$ cat src/rtl/cpu_defs.sv
// cpu_defs: shared definitions for the five-stage MIPS core pipeline control.
// Holds the hazard FSM state encoding, the register-zero constant and the
// scoreboard entry layout used by hazard_ctrl and hazard_scoreboard.
package cpu_defs;

  // Hazard controller FSM encoding.
  typedef enum logic [1:0] {
    ST_RUN   = 2'd0,
    ST_STALL = 2'd1,
    ST_FLUSH = 2'd2
  } hz_state_t;

  // $0 is hard-wired to zero, so it can never carry a true dependency.
  localparam logic [4:0] REG_ZERO = 5'd0;

  // Number of in-flight writers tracked: ID/EX, EX/MEM, MEM/WB.
  localparam int SB_DEPTH = 3;

  // One scoreboard entry: a pending register write.
  typedef struct packed {
    logic       valid;
    logic [4:0] dest;
  } sb_entry_t;

  localparam int SB_W = $bits(sb_entry_t);

  // True when entry e holds a pending write to register r.
  function automatic logic sb_match(input sb_entry_t e, input logic [4:0] r);
    return e.valid && (e.dest == r);
  endfunction

endpackage

$ cat src/rtl/hazard_scoreboard.sv
// hazard_scoreboard: 3-entry shift register mirroring the destination
// registers of the ID/EX, EX/MEM and MEM/WB occupants, plus RAW match logic.
// Ports: clk/reset; advance shifts in new_entry; rs/rt/uses_* are the ID
// source operands; rs_hit/rt_hit flag a pending write to a checked entry.
module hazard_scoreboard
  import cpu_defs::*;
#(
  parameter int WB_WRITE_THROUGH = 1
) (
  input  logic      clk,
  input  logic      reset,
  input  logic      advance,
  input  sb_entry_t new_entry,
  input  logic [4:0] rs,
  input  logic [4:0] rt,
  input  logic      uses_rs,
  input  logic      uses_rt,
  output logic      rs_hit,
  output logic      rt_hit
);

  // With a write-through register file the MEM/WB writer lands in the first
  // half of the cycle, so only the two younger entries can still conflict.
  localparam int CHK_DEPTH = (WB_WRITE_THROUGH != 0) ? 2 : SB_DEPTH;

  // sb[0] = ID/EX occupant, sb[1] = EX/MEM, sb[2] = MEM/WB.
  sb_entry_t [SB_DEPTH-1:0] sb;

  always_ff @(posedge clk or posedge reset) begin
    if (reset) begin
      sb <= '0;
    end else if (advance) begin
      sb[2] <= sb[1];
      sb[1] <= sb[0];
      sb[0] <= new_entry;
    end
  end

  logic rs_chk;
  logic rt_chk;

  assign rs_chk = uses_rs && (rs != REG_ZERO);
  assign rt_chk = uses_rt && (rt != REG_ZERO);

  always_comb begin
    rs_hit = 1'b0;
    rt_hit = 1'b0;
    for (int i = 0; i < CHK_DEPTH; i++) begin
      if (rs_chk && sb_match(sb[i], rs)) rs_hit = 1'b1;
      if (rt_chk && sb_match(sb[i], rt)) rt_hit = 1'b1;
    end
  end

endmodule

$ cat src/rtl/hazard_ctrl.sv
// hazard_ctrl: pipeline hazard controller for the five-stage MIPS core.
// Drives PC / IF/ID / ID/EX / EX/MEM / MEM/WB write enables, the IF/ID flush
// and ID/EX bubble; stalls fetch/decode on RAW hazards (no forwarding) and
// squashes wrong-path work on an EX redirect. ext_hold freezes everything.
// Outputs: *_we, ifid_flush, idex_bubble, stalled, stall_cycles (saturating).
module hazard_ctrl #(
  parameter int WB_WRITE_THROUGH = 1,
  parameter int CNT_W            = 16
) (
  input  logic             clk,
  input  logic             reset,
  input  logic [4:0]       id_rs,
  input  logic [4:0]       id_rt,
  input  logic             id_uses_rs,
  input  logic             id_uses_rt,
  input  logic [4:0]       id_dest,
  input  logic             id_reg_we,
  input  logic             ex_redirect,
  input  logic             ext_hold,
  output logic             pc_we,
  output logic             ifid_we,
  output logic             ifid_flush,
  output logic             idex_we,
  output logic             idex_bubble,
  output logic             exmem_we,
  output logic             memwb_we,
  output logic             stalled,
  output logic [CNT_W-1:0] stall_cycles
);

  import cpu_defs::*;

  hz_state_t state;
  hz_state_t state_next;
  logic      ifid_valid;
  logic      ifid_valid_next;

  logic      rs_hit;
  logic      rt_hit;
  logic      hazard;

  // Mutually exclusive branch selects, in priority order.
  logic      take_redirect;
  logic      take_stall;
  logic      take_run;

  sb_entry_t sb_new;
  logic      sb_advance;

  // ---------------------------------------------------------------------
  // Scoreboard of in-flight writers
  // ---------------------------------------------------------------------
  hazard_scoreboard #(
    .WB_WRITE_THROUGH(WB_WRITE_THROUGH)
  ) u_sb (
    .clk      (clk),
    .reset    (reset),
    .advance  (sb_advance),
    .new_entry(sb_new),
    .rs       (id_rs),
    .rt       (id_rt),
    .uses_rs  (id_uses_rs),
    .uses_rt  (id_uses_rt),
    .rs_hit   (rs_hit),
    .rt_hit   (rt_hit)
  );

  // A stale or flushed IF/ID word must not raise a stall.
  assign hazard = ifid_valid && (rs_hit || rt_hit);

  always_comb begin
    take_redirect = 1'b0;
    take_stall    = 1'b0;
    take_run      = 1'b0;
    if (!ext_hold) begin
      if (ex_redirect) begin
        take_redirect = 1'b1;
      end else if (hazard) begin
        take_stall = 1'b1;
      end else begin
        take_run = 1'b1;
      end
    end
  end

  // Whatever enters ID/EX this edge: a bubble on redirect/stall, otherwise
  // the decoded instruction (which only counts if IF/ID held a real word).
  always_comb begin
    sb_advance   = !ext_hold;
    sb_new       = '0;
    if (take_run) begin
      sb_new.valid = id_reg_we && ifid_valid;
      sb_new.dest  = id_dest;
    end
  end

  // ---------------------------------------------------------------------
  // FSM: state register
  // ---------------------------------------------------------------------
  always_ff @(posedge clk or posedge reset) begin
    if (reset) begin
      state      <= ST_RUN;
      ifid_valid <= 1'b0;
    end else begin
      state      <= state_next;
      ifid_valid <= ifid_valid_next;
    end
  end

  // ---------------------------------------------------------------------
  // FSM: next-state logic
  // ---------------------------------------------------------------------
  always_comb begin
    state_next      = state;
    ifid_valid_next = ifid_valid;
    if (take_redirect) begin
      state_next      = ST_FLUSH;
      ifid_valid_next = 1'b0;
    end else if (take_stall) begin
      // IF/ID is frozen, so its occupant stays valid.
      state_next      = ST_STALL;
    end else if (take_run) begin
      state_next      = ST_RUN;
      ifid_valid_next = 1'b1;
    end
  end

  // ---------------------------------------------------------------------
  // FSM: output decode (combinational from state, scoreboard, inputs)
  // ---------------------------------------------------------------------
  always_comb begin
    pc_we       = 1'b0;
    ifid_we     = 1'b0;
    ifid_flush  = 1'b0;
    idex_we     = 1'b0;
    idex_bubble = 1'b0;
    exmem_we    = 1'b0;
    memwb_we    = 1'b0;
    stalled     = 1'b0;
    // Reset forces the quiescent outputs even though the selects are derived
    // from registers that are already being cleared asynchronously.
    if (!reset) begin
      if (take_redirect) begin
        pc_we       = 1'b1;
        ifid_we     = 1'b1;
        ifid_flush  = 1'b1;
        idex_we     = 1'b1;
        idex_bubble = 1'b1;
        exmem_we    = 1'b1;
        memwb_we    = 1'b1;
      end else if (take_stall) begin
        idex_we     = 1'b1;
        idex_bubble = 1'b1;
        exmem_we    = 1'b1;
        memwb_we    = 1'b1;
        stalled     = 1'b1;
      end else if (take_run) begin
        pc_we       = 1'b1;
        ifid_we     = 1'b1;
        idex_we     = 1'b1;
        exmem_we    = 1'b1;
        memwb_we    = 1'b1;
      end
    end
  end

  // ---------------------------------------------------------------------
  // Saturating hazard-stall counter
  // ---------------------------------------------------------------------
  always_ff @(posedge clk or posedge reset) begin
    if (reset) begin
      stall_cycles <= '0;
    end else if (take_stall && (stall_cycles != {CNT_W{1'b1}})) begin
      stall_cycles <= stall_cycles + 1'b1;
    end
  end

endmodule

$ cat config.mk
export PLATFORM = sky130hd
export DESIGN_NAME = hazard_ctrl
export DESIGN_NICKNAME = d
export VERILOG_FILES = /design/src/rtl/cpu_defs.sv /design/src/rtl/hazard_scoreboard.sv /design/src/rtl/hazard_ctrl.sv
export SDC_FILE = /design/constraint.sdc
export NUM_CORES = 1
export LEC_CHECK = 0
export CORE_ASPECT_RATIO = 0.7
export CORE_MARGIN = 2
export CORE_UTILIZATION = 60
export CTS_BUF_LIST = sky130_fd_sc_hd__clkbuf_4
export CTS_CLUSTER_SIZE = 20
export DETAILED_ROUTE_END_ITERATION = 10
export DONT_BUFFER_PORTS = 1
export HOLD_SLACK_MARGIN = 0.02
export PLACE_DENSITY = 0.79
export SYNTH_ARGS = -nofsm -noshare
export SYNTH_HDL_FRONTEND = slang
export SYNTH_SLANG_ARGS = --single-unit
$ cat constraint.sdc
create_clock -name clk -period 2.7 [get_ports clk]
set_input_delay 0.54 -clock clk [delete_from_list [all_inputs] [get_ports clk]]
set_output_delay 0.54 -clock clk [all_outputs]
set_load 0.03 [all_outputs]
==> impl_metrics.py <==
metrics = {
    "yosys": {
        "netlist_area_sq_mm": 0.00161,
        "yosysWarnings": 0,
        "synthArstFlopShare_pct": 100,
        "avgSynthCellArea_sq_um": 10.7,
        "syn-num-nets": 174,
        "synth_top_cell_area_share_pct": 45.0,
        "yosys-top-cells-area": "dfrtp_1 45%, xnor2_1 16%, mux2_2 4.9%",
        "seq_area_frac_synth_pct": 45.0,
        "yosysUniqueCellTypes": 32,
        "yosys-top-cells-count": "30 x xnor2_1, 29 x dfrtp_1, 14 x nand2_1",
        "syn_inst": 151,
        "synth-main-ff-cell": "dfrtp_1",
        "yosysTopAreaCell": "dfrtp_1",
        "synthMostInstantiatedCell": "xnor2_1",
        "synth-seq-cells": 29,
        "synth_edf_count": 0,
    },
    "floorplan": {
        "die_h_um": 47.4,
        "initial_core_util_pct": 64.1,
        "dieWidth_um": 65.9,
        "rows": 15,
        "num_io_pins": 46,
        "dieArea_sq_mm": 0.00312,
        "core_area_sq_mm": 0.00251,
    },
    "sta": {
        "final_max_slew_viol_count": 0,
        "setup_viol": 0,
        "fmax_mhz": 395,
        "period_share_pct": 93.7,
        "rsz0062_at_grt": "no",
        "setup_slack_ps": 171,
        "clock-skew-final_ps": 15.4,
        "slew_headroom_pct": 65.7,
        "period_needed_ps": 2530,
        "tightestPinTransition_ps": 510,
        "finalSetupTns_ps": 0,
        "hold_violations": 0,
    },
    "global_route": {
        "track_usage_pct": 26.2,
        "use_met3_pct": 7.67,
        "grt_pass1_vias": 1195,
        "top_usage_layer": "met2",
        "grt_max_degree": 30,
        "grt_first_pass_wirelength_um": 5650,
        "use_met1_pct": 35.1,
        "grt_antenna_before_repair": 0,
        "overflow": 0,
        "grtUsageMet2_pct": 40.0,
    },
    "worst_setup_path": {
        "crit_end": "idex_bubble",
        "arrival_ps": 1990,
        "rrSetupSlack_ps": 380,
        "endpoint_kind": "output port",
        "rr_worst_depth": 5,
        "required_ps": 2160,
        "startpoint": "u_sb.sb[3]",
        "rr_endpoint": "stall_cycles[1]",
        "cp_max_fo": 4,
        "rr_startpoint": "stall_cycles[6]",
        "critPathKind": "register to output port",
        "cp-start-kind": "register",
    },
    "clocking": {
        "cts_max_path_buffers": 2,
        "insertion_delay_ps": 330,
        "htreeDepth": 2,
        "hold_buffers": 0,
        "tritoncts": "built",
        "clock_sinks": 29,
        "path_clk_slew_ps": 100,
        "cts-root-buf": "clkbuf_4",
        "cts_buffers": 5,
    },
    "drt": {
        "drc": 0,
        "wire_per_inst_um": 18.2,
        "ant_nets": 0,
        "drt_iter0_drc": 77,
        "wirelength_um": 3580,
        "viasPerCell": 6.05,
        "num_vias": 1192,
        "first_pass_iters": 4,
    },
    "finish": {
        "final_nets": 185,
        "antennaDiodeCount": 0,
        "layout-drive-gt1-share_pct": 20.2,
        "fillerInstances": 195,
        "syn_to_final_growth_pct": 11.4,
    },
    "power_and_ir_drop": {
        "ir_worst_vdd_uv": 345,
        "power_density_mw_per_mm2": 529,
        "p_leak_nw": 0.745,
    },
    "run_status": {
        "outcome": "complete, no violations",
    },
    "placement": {
        "post-place-ws_ps": 229,
        "globalplace.congestion": 0.748,
        "dpl.hpwl_um": 2720,
        "portBuffers": 0,
    },
    "run": {
        "drv_cap": 0,
    },
    "hold_path": {
        "min_path_type": "input pin to asynchronous set/reset pin",
    },
}
[logic make-up (layout without fill, tap and decap cells)]
kind of cell	Yosys count	in the layout	share of synthesized area, %
multiplexers	8	8	5.82
AO/OA/AOI/OAI	18	18	10.1
adder cells (fa/ha/maj)	1	1	0.776
XOR/XNOR	35	35	19.0
AND/OR/NAND/NOR	49	49	15.5
flip-flops	29	29	45.0
buffers and inverters	11	23	3.73
[timing repair]
item                                    4_1_cts  5_1_grt
endpoints found under the setup margin        0        1
buffers inserted                              0        2
gates resized for setup                       0        2
[registers in the layout, summed over array words and instances (netlist names)]
| signal | cells |
|---|---|
| stall_cycles | 16 |
| u_sb.sb | 12 |
| ifid_valid | 1 |
[how the worst min path moves through the flow]
stage / end / slack [ps] / cells past startpoint
2_1_floorplan: ifid_valid / 490 / 1
3_3_place_gp: ifid_valid / 510 / 1
3_5_place_dp: stall_cycles[1] / 520 / 2
4_1_cts: stall_cycles[6] / 160 / 2
5_1_grt: u_sb.sb[5] / 190 / 2
6_report: stall_cycles[6] / 150 / 2
[stage by stage]
step | hold WS [ps] | utilization (%) | instances | cell area, sq um | power [mW]
floorplan | 494 | - | 151 | 1610 | 0.580
global placement | 506 | 67.2 | 187 | 1690 | 0.595
detailed placement | 521 | 67.2 | 187 | 1690 | 0.603
CTS | 159 | 70.3 | 195 | 1770 | 0.953
global route | 186 | 71.4 | 197 | 1800 | 0.987
finish | 152 | 71.4 | 197 | 1800 | 0.950
[cell usage in the layout, fill, tap and decap left out, drive strengths merged, types with 2 or more instances in the layout]
cell and instances:
a32o 7, buf 10, clkbuf 6, dfrtp 29, inv 5, mux2 8, nand2 14, nand3 6
nand4 7, nor2 5, nor2b 3, nor3 6, nor4 4, o22ai 2, or4 2, xnor2 30
xor2 5
[power by group]
part           internal, mW  total [mW]  leakage [nW]  switching (mW)
Clock                 0.203       0.353        0.0433           0.151
Sequential            0.453       0.483         0.382          0.0299
Combinational        0.0611       0.114         0.319          0.0526
Total                 0.717       0.950         0.745           0.233
[worst max-delay path, stage by stage, from the launching register on]
cell and delay, ps:
dfrtp_1 460, xnor2_1 180, nand4_1 160, o22ai_2 260
a22o_1 180, nand2_1 70, a21boi_0 170, buf_4 190
[final cells by class]
type	instances	area (sq um)	area share, %
flip-flops and latches	29	726	40.4
multi-input cells	111	842	46.9
clock buffers	6	45.0	2.51
inverters	5	18.8	1.05
repair buffers	10	87.6	4.88
clock inverters	2	33.8	1.88
well taps	34	42.5	2.37
[layer usage]
metal | up-vias | share of wire, %
met5 | - | 0
met4 | 0 | 1.7
met3 | 8 | 7.5
met2 | 43 | 46
met1 | 578 | 45
li1 | 563 | -
(Power assumes the default switching activity.)
